===== src/rtl/instr_stream_writer.sv =====
// Packs decoded instruction fields into 3-word images and writes them, then a 16'hFFFF halt word.
// Optional WRITER_AUTOHALT_EN: a legal instruction that does not fit closes the image directly.
module instr_stream_writer #(
  parameter int unsigned ADDR_W = 16,
  parameter int unsigned DEPTH  = 65536
) (
  input  logic              clk,
  input  logic              reset,
  input  logic              in_valid,
  output logic              in_ready,
  input  logic              cmp_neg,
  input  logic [1:0]        cmp_op,
  input  logic              dst_op,
  input  logic [5:0]        cmp_reg,
  input  logic [5:0]        dst_reg,
  input  logic [15:0]       cmp_imm,
  input  logic [15:0]       dst_imm,
  input  logic              finish,
  output logic              mem_we,
  output logic [ADDR_W-1:0] mem_addr,
  output logic [15:0]       mem_wdata,
  output logic [ADDR_W-1:0] word_count,
  output logic              done,
  output logic              err_illegal,
  output logic              err_full
);

  typedef enum logic [2:0] {StIdle, StWOp, StWCmp, StWDst, StWHlt, StDone} state_e;

  localparam logic [ADDR_W:0] LpDepth = (ADDR_W+1)'(DEPTH);

  state_e            r_state, w_state_d;
  logic [ADDR_W-1:0] r_wptr;
  logic [15:0]       r_opcode, r_cmp_imm, r_dst_imm;
  logic              r_err_illegal, r_err_full;
  logic              w_accept, w_illegal, w_full;

  assign w_accept  = (r_state == StIdle) && in_valid;
  assign w_illegal = (cmp_op == 2'd3);
  // One word stays reserved so the halt word always fits.
  assign w_full    = ({1'b0, r_wptr} + (ADDR_W+1)'(4)) > LpDepth;

  always_comb begin
    w_state_d = r_state;
    unique case (r_state)
      StIdle: begin
        if (in_valid) begin
          if (w_illegal) begin
            w_state_d = StIdle;
          end else if (w_full) begin
`ifdef WRITER_AUTOHALT_EN
            w_state_d = StWHlt;
`else
            w_state_d = StIdle;
`endif
          end else begin
            w_state_d = StWOp;
          end
        end else if (finish) begin
          w_state_d = StWHlt;
        end
      end
      StWOp:   w_state_d = StWCmp;
      StWCmp:  w_state_d = StWDst;
      StWDst:  w_state_d = StIdle;
      StWHlt:  w_state_d = StDone;
      StDone:  w_state_d = StDone;
      default: w_state_d = StIdle;
    endcase
  end

  always_comb begin
    mem_we    = 1'b0;
    mem_addr  = '0;
    mem_wdata = '0;
    unique case (r_state)
      StWOp:  begin mem_we = 1'b1; mem_addr = r_wptr; mem_wdata = r_opcode;  end
      StWCmp: begin mem_we = 1'b1; mem_addr = r_wptr; mem_wdata = r_cmp_imm; end
      StWDst: begin mem_we = 1'b1; mem_addr = r_wptr; mem_wdata = r_dst_imm; end
      StWHlt: begin mem_we = 1'b1; mem_addr = r_wptr; mem_wdata = 16'hFFFF;  end
      default: ;
    endcase
  end

  always_ff @(posedge clk) begin
    if (reset) begin
      r_state       <= StIdle;
      r_wptr        <= '0;
      r_opcode      <= '0;
      r_cmp_imm     <= '0;
      r_dst_imm     <= '0;
      r_err_illegal <= 1'b0;
      r_err_full    <= 1'b0;
    end else begin
      r_state <= w_state_d;
      if (w_accept) begin
        r_opcode  <= {cmp_neg, cmp_op, dst_op, cmp_reg, dst_reg};
        r_cmp_imm <= cmp_imm;
        r_dst_imm <= dst_imm;
      end
      if (w_accept && w_illegal) r_err_illegal <= 1'b1;
      if (w_accept && !w_illegal && w_full) r_err_full <= 1'b1;
      if (mem_we) r_wptr <= r_wptr + 1'b1;
    end
  end

  assign in_ready    = (r_state == StIdle);
  assign done        = (r_state == StDone);
  assign word_count  = r_wptr;
  assign err_illegal = r_err_illegal;
  assign err_full    = r_err_full;

endmodule


===== config.mk =====
export PLATFORM = sky130hd
export DESIGN_NAME = instr_stream_writer
export DESIGN_NICKNAME = d
export VERILOG_FILES = /design/src/rtl/instr_stream_writer.sv
export SDC_FILE = /design/constraint.sdc
export NUM_CORES = 1
export LEC_CHECK = 0
export CAP_MARGIN = 20
export CORE_ASPECT_RATIO = 0.6
export CORE_MARGIN = 2
export CORE_UTILIZATION = 42
export DETAILED_ROUTE_END_ITERATION = 12
export GPL_TIMING_DRIVEN = 0
export MAX_ROUTING_LAYER = met4
export PLACE_DENSITY = 0.74
export RECOVER_POWER = 100
export SYNTH_ARGS = -nofsm -noshare
export SYNTH_HDL_FRONTEND = slang
export SYNTH_SLANG_ARGS = --single-unit

===== constraint.sdc =====
create_clock -name clk -period 4.3 [get_ports clk]
set_input_delay 0.86 -clock clk [delete_from_list [all_inputs] [get_ports clk]]
set_output_delay 0.86 -clock clk [all_outputs]
set_load 0.01 [all_outputs]

==> results of run 1 <==
-- sequential cells by signal, indices dropped and copies added (netlist names) --
register and count:
err_full 1, err_illegal 1, r_cmp_imm 16, r_dst_imm 16
r_opcode 16, r_state 3, word_count 16
-- kinds of logic (layout without fill, tap and decap cells) --
kind of cell | Yosys count | in the layout | share of synthesized area
AND/OR/NAND/NOR | 162 | 162 | 0.234
XOR/XNOR | 6 | 6 | 0.0166
buffers and inverters | 40 | 159 | 0.0545
multiplexers | 18 | 18 | 0.0635
flip-flops | 69 | 69 | 0.436
adder cells (fa/ha/maj) | 2 | 2 | 0.00789
AO/OA/AOI/OAI | 106 | 106 | 0.188
-- cell type report --
| cell class | count | area (um2) | share of cell area |
|---|---|---|---|
| Inverter | 6 | 22.5 | 0.00483 |
| Clock buffer | 11 | 243 | 0.0520 |
| Buffer | 34 | 133 | 0.0284 |
| Clock inverter | 5 | 108 | 0.0231 |
| Sequential cell | 69 | 1380 | 0.296 |
| Timing Repair Buffer | 103 | 1030 | 0.221 |
| Tap cell | 104 | 130 | 0.0279 |
| Multi-Input combinational cell | 294 | 1620 | 0.347 |
-- metal layers --
layer,track usage,up-vias
met5,-,-
met4,0.0384,0
met3,0.0626,6
met2,0.370,174
met1,0.376,1545
li1,-,1628
-- how the worst max path moves through the flow --
stage,end,cells past startpoint
6_report,mem_wdata[3],7
3_3_place_gp,mem_wdata[4],7
3_5_place_dp,mem_wdata[3],7
2_1_floorplan,mem_wdata[0],6
4_1_cts,mem_wdata[3],7
5_1_grt,mem_wdata[3],7
-- power groups by stage --
stage / sequential, mW / combinational, mW / clock, mW
after floorplan: 0.774 / 0.394 / 0
after global placement: 0.779 / 0.679 / 0
after detailed placement: 0.784 / 0.695 / 0
after CTS: 0.770 / 0.702 / 0.861
after global routing: 0.780 / 0.741 / 0.894
final: 0.772 / 0.680 / 0.857
-- through the flow --
step | std cells | utilization | hold WS (ps) | worst slack, ps | instance area [um2]
3_5_place_dp | 610 | 0.594 | 448 | 1010 | 4330
2_1_floorplan | 403 | - | 433 | 1900 | 3170
4_1_cts | 626 | 0.642 | 456 | 579 | 4680
5_1_grt | 626 | 0.639 | 476 | 311 | 4660
3_3_place_gp | 610 | 0.594 | 441 | 1100 | 4330
6_report | 626 | 0.639 | 455 | 443 | 4660
-- worst max-delay path, stage by stage, from the launching register on --
cell and delay, ps:
dfxtp_1 370, buf_2 300, inv_1 110, nor2_1 500, buf_2 350, a22oi_1 140, o21ai_0 250, dlygate4sd3_1 640
-- cells in the final DEF (no fill, tap or decap), types with 2 or more instances in the layout --
cell,netlist,final
and2_0,0,2
and2_1,4,2
and4_1,2,2
nand4_1,3,3
o22ai_1,2,2
inv_1,5,5
nor3_1,2,2
dfxtp_1,69,69
o21ai_0,18,18
mux2_2,17,17
dlygate4sd3_1,0,50
xor2_1,4,4
ha_1,2,2
or4_1,7,7
clkinv_4,0,2
clkdlybuf4s50_1,0,53
a21oi_1,60,60
nand2_1,102,102
buf_2,9,4
or3_1,3,3
nand3_1,6,6
clkbuf_1,22,31
bufinv_16,0,3
o31ai_1,7,7
clkbuf_16,0,9
a22oi_1,16,16
and3_1,18,18
nor2_1,11,11
xnor2_1,2,2
-- synth_stat cells (3+ instances only) --
| library cell | instances | area, um2 |
|---|---|---|
| nand2_1 | 102 | 383 |
| inv_1 | 5 | 18.8 |
| nand3_1 | 6 | 30.0 |
| o31ai_1 | 7 | 52.6 |
| dfxtp_1 | 69 | 1380 |
| and2_1 | 4 | 25.0 |
| and3_1 | 18 | 113 |
| nand4_1 | 3 | 18.8 |
| a21oi_1 | 60 | 300 |
| xor2_1 | 4 | 35.0 |
| mux2_2 | 17 | 191 |
| a22oi_1 | 16 | 120 |
| or4_1 | 7 | 52.6 |
| clkbuf_1 | 22 | 82.6 |
| or3_1 | 3 | 18.8 |
| o21ai_0 | 18 | 90.1 |
| nor2_1 | 11 | 41.3 |
| buf_2 | 9 | 45.0 |
==> flow_summary.yaml, run 1 <==
cts:
  cts_tree: "built"
  cts_buffer_depth: 2
  root_buffer: "clkbuf_16"
  clk_latency_ps: 330
  ctsResizeCount: 0
  htree_num_levels: 3
  numCtsBuffers: 9
  clock-sinks: 69
  path_clk_slew_ps: 60
  post-cts-setup-buffers: 0
  cts-hold-fix-buffers: 0
synth:
  synth_edf_count: 0
  syn_nets: 457
  ys.warnings.count: 0
  synth_cell_type_count: 35
  postSynthCellCount: 403
  synth-seq-cells: 69
  yosysSeqAreaShare: 0.436
  ys.flop_type: "dfxtp_1"
  synth-async-reset-ratio: 0
  synth_area_mm2: 0.00317
  postSynthAreaPerCell_um2: 7.87
global_routing:
  grt_pass1_wl_mm: 15.8
  grt_max_degree: 13
  grt.total_usage: 0.258
  grt_pass1_vias: 3136
  grt_remaining_overflow: 0
  antenna_found_initial: 0
flow_run:
  max-cap-violations: 0
setup_path:
  r2r-start: "r_state[0]$_SDFFE_PP0P_"
  cp-start-kind: "register"
  startpoint: "r_state[1]$_SDFFE_PP0P_"
  end_kind: "output port"
  worstSetupPathType: "reg -> out"
  critical_path_required_ps: 3440
  regToRegSetupSlack_ps: 1750
  arrival_ps: 3000
  crit_path_max_fanout: 10
  rr_endpoint: "r_opcode[8]$_SDFFE_PP0P_"
  r2r_cells: 9
routing:
  first_pass_iters: 5
  ant_nets: 0
  routedWlPerCell_um: 16.3
  avgViaCountPerCell: 5.36
  route.detailed.drc: 0
  wl_mm: 10.2
  route.met2.wl_mm: 4.37
  dr_total_vias: 3353
  met1_length_mm: 4.74
  routed.top_layer: "met4"
  wl_met3_mm: 1.04
  drt_iter0_markers: 345
pwr:
  p_int_mw: 1.58
  leakage_nw: 1.86
  p_switching_mw: 0.726
  pwr-share-seq: 0.334
  p_sw_frac: 0.314
  pwr_density_cell_mw_per_mm2: 495
  power.combinational.fraction: 0.294
  power.total_mw: 2.31
  ir_drop_mv: 0.211
  pwr-share-clk: 0.371
placement:
  hpwl_mm: 7.44
  io_buffer_count: 103
  place_congestion: 0.875
worst_hold_path:
  whs_endpoint: "r_opcode[5]$_SDFFE_PP0P_"
  min_path_cells: 2
  hp-class: "reg -> reg"
  hp-start: "r_opcode[5]$_SDFFE_PP0P_"
floorplanning:
  initial_core_util: 0.434
  die_w_um: 116
  num_rows: 24
  die-area_mm2: 0.00828
  ios: 105
  core_area_mm2: 0.00730
  die_h_um: 71.3
cells_and_area:
  syn2layout_area_growth_pct: 47.1
  final_layout_size_suffix_gt1_frac: 0.0728
  n_antenna_cell: 0
  fillers: 653
  final_nets: 571
sta:
  rsz0062_at_grt: "false"
  final_max_slew_viol_count: 0
  hold_viol_final: 0
  timing.fmax_ghz: 0.259
  setup_viol: 0
  fin_skew_ps: 4.93
  period_needed_ps: 3860
  tns_ps: 0
  relSlewSlack: 0.579
  worst_pin_slew_ps: 630
  finalCritPeriodShare: 0.897
outcome:
  run_status: "completed"
No activity file was read; power rests on OpenSTA's default activity.
==> run 2: changes to the inputs <==
Settings changed: CORE_UTILIZATION 42 to 30, PLACE_DENSITY 0.74 to unset.
==> flow_summary.yaml, run 2 (synthesis gave the netlist of run 1 again) <==
setup_path:
  r2r_cells: 9
  end_kind: "output port"
  arrival_ps: 3040
  cp-start-kind: "register"
  critical_path_required_ps: 3440
  crit_path_max_fanout: 10
  worstSetupPathType: "reg -> out"
cells_and_area:
  layoutNonFillerInstCount: 661
  utilization: 0.446
  syn2layout_area_growth_pct: 46.3
  final_nets: 571
  fillers: 1012
  n_antenna_cell: 0
  final_layout_size_suffix_gt1_frac: 0.0709
  final_cell_mix: "102 x nand2_1, 69 x dfxtp_1, 60 x a21oi_1"
  layout_commonest_cell: "nand2_1"
global_routing:
  met1_usage: 0.290
  grt.busiest_layer: "met1"
  use_met2: 0.264
  grt_remaining_overflow: 0
  grt_pass1_vias: 3135
  use_met3: 0.0577
  antenna_found_initial: 0
  grt_max_degree: 11
  grt.total_usage: 0.197
  grt_pass1_wl_mm: 16.7
sta:
  hold_viol_final: 0
  final_max_slew_viol_count: 0
  worst_pin_slew_ps: 657
  fin_skew_ps: 4.42
  finalHoldWorstSlack_ps: 454
  relSlewSlack: 0.562
  setup_viol: 0
  rsz0062_at_grt: "false"
  finalCritPeriodShare: 0.906
  period_needed_ps: 3900
  timing.fmax_ghz: 0.257
  tns_ps: 0
outcome:
  run_status: "completed"
cts:
  ctsResizeCount: 0
  cts_buffer_depth: 2
  cts-hold-fix-buffers: 0
  cts_tree: "built"
  path_clk_slew_ps: 50
  root_buffer: "clkbuf_16"
  clk_latency_ps: 350
  numCtsBuffers: 9
  post-cts-setup-buffers: 0
  htree_num_levels: 3
  clock-sinks: 69
worst_hold_path:
  hp-class: "reg -> reg"
  min_path_cells: 2
routing:
  avgViaCountPerCell: 5.02
  route.detailed.drc: 0
  dr_total_vias: 3318
  routedWlPerCell_um: 16.1
  ant_nets: 0
  wl_mm: 10.7
  drt_iter0_markers: 246
  first_pass_iters: 7
placement:
  io_buffer_count: 103
  hpwl_mm: 7.93
  dp.cells: 645
  place_congestion: 0.873
pwr:
  ir_drop_mv: 0.231
  power.total_mw: 2.14
  pwr_density_cell_mw_per_mm2: 462
  leakage_nw: 1.83
floorplanning:
  num_rows: 29
  ios: 105
  core_area_mm2: 0.0104
  die_w_um: 137
  die_h_um: 83.6
  die-area_mm2: 0.0114
  initial_core_util: 0.304
flow_run:
  max-cap-violations: 0
## run 2: worst paths after layout
path | slack (ps) | end | startpoint
worst max-delay path | 400 | mem_wdata[0] | r_state[1]$_SDFFE_PP0P_
worst min-delay path | 450 | r_opcode[9]$_SDFFE_PP0P_ | r_opcode[9]$_SDFFE_PP0P_
worst max register to register | 2070 | r_opcode[9]$_SDFFE_PP0P_ | r_state[0]$_SDFFE_PP0P_
worst min register to register | 450 | r_opcode[9]$_SDFFE_PP0P_ | r_opcode[9]$_SDFFE_PP0P_
## run 2: through the flow
stage / instance area (um2) / setup slack (ps)
floorplan: 3170 / 1900
CTS: 4650 / 589
detailed placement: 4380 / 970
global route: 4640 / 171
finish: 4640 / 404
global placement: 4380 / 1020
## run 2: report_power, final
| group | internal, mW | total, mW | switching [mW] |
|---|---|---|---|
| sequential | 0.721 | 0.771 | 0.0505 |
| clock | 0.421 | 0.687 | 0.266 |
| combinational | 0.285 | 0.686 | 0.401 |
## run 2: layout make-up
cell class,instances,area (um2),area share
Inverter,6,22.5,0.00485
Clock inverter,1,5.00,0.00108
Timing Repair Buffer,103,1030,0.222
Tap cell,139,174,0.0375
Clock buffer,15,268,0.0577
Buffer,34,141,0.0305
Sequential cell,69,1380,0.298
Multi-Input combinational cell,294,1620,0.348
## run 2: critical path, cell delays in order (launching register included)
cell and delay (ps):
dfxtp_1 340, buf_2 290, inv_1 110, nor2_1 470
clkbuf_1 430, a22oi_1 150, o21ai_0 240, dlygate4sd3_1 640
## run 2: routing by layer
layer,routed length [um],vias to the layer above
li1,-,1628
met1,5310,1545
met2,4340,132
met3,926,13
met4,86,0
met5,0,-
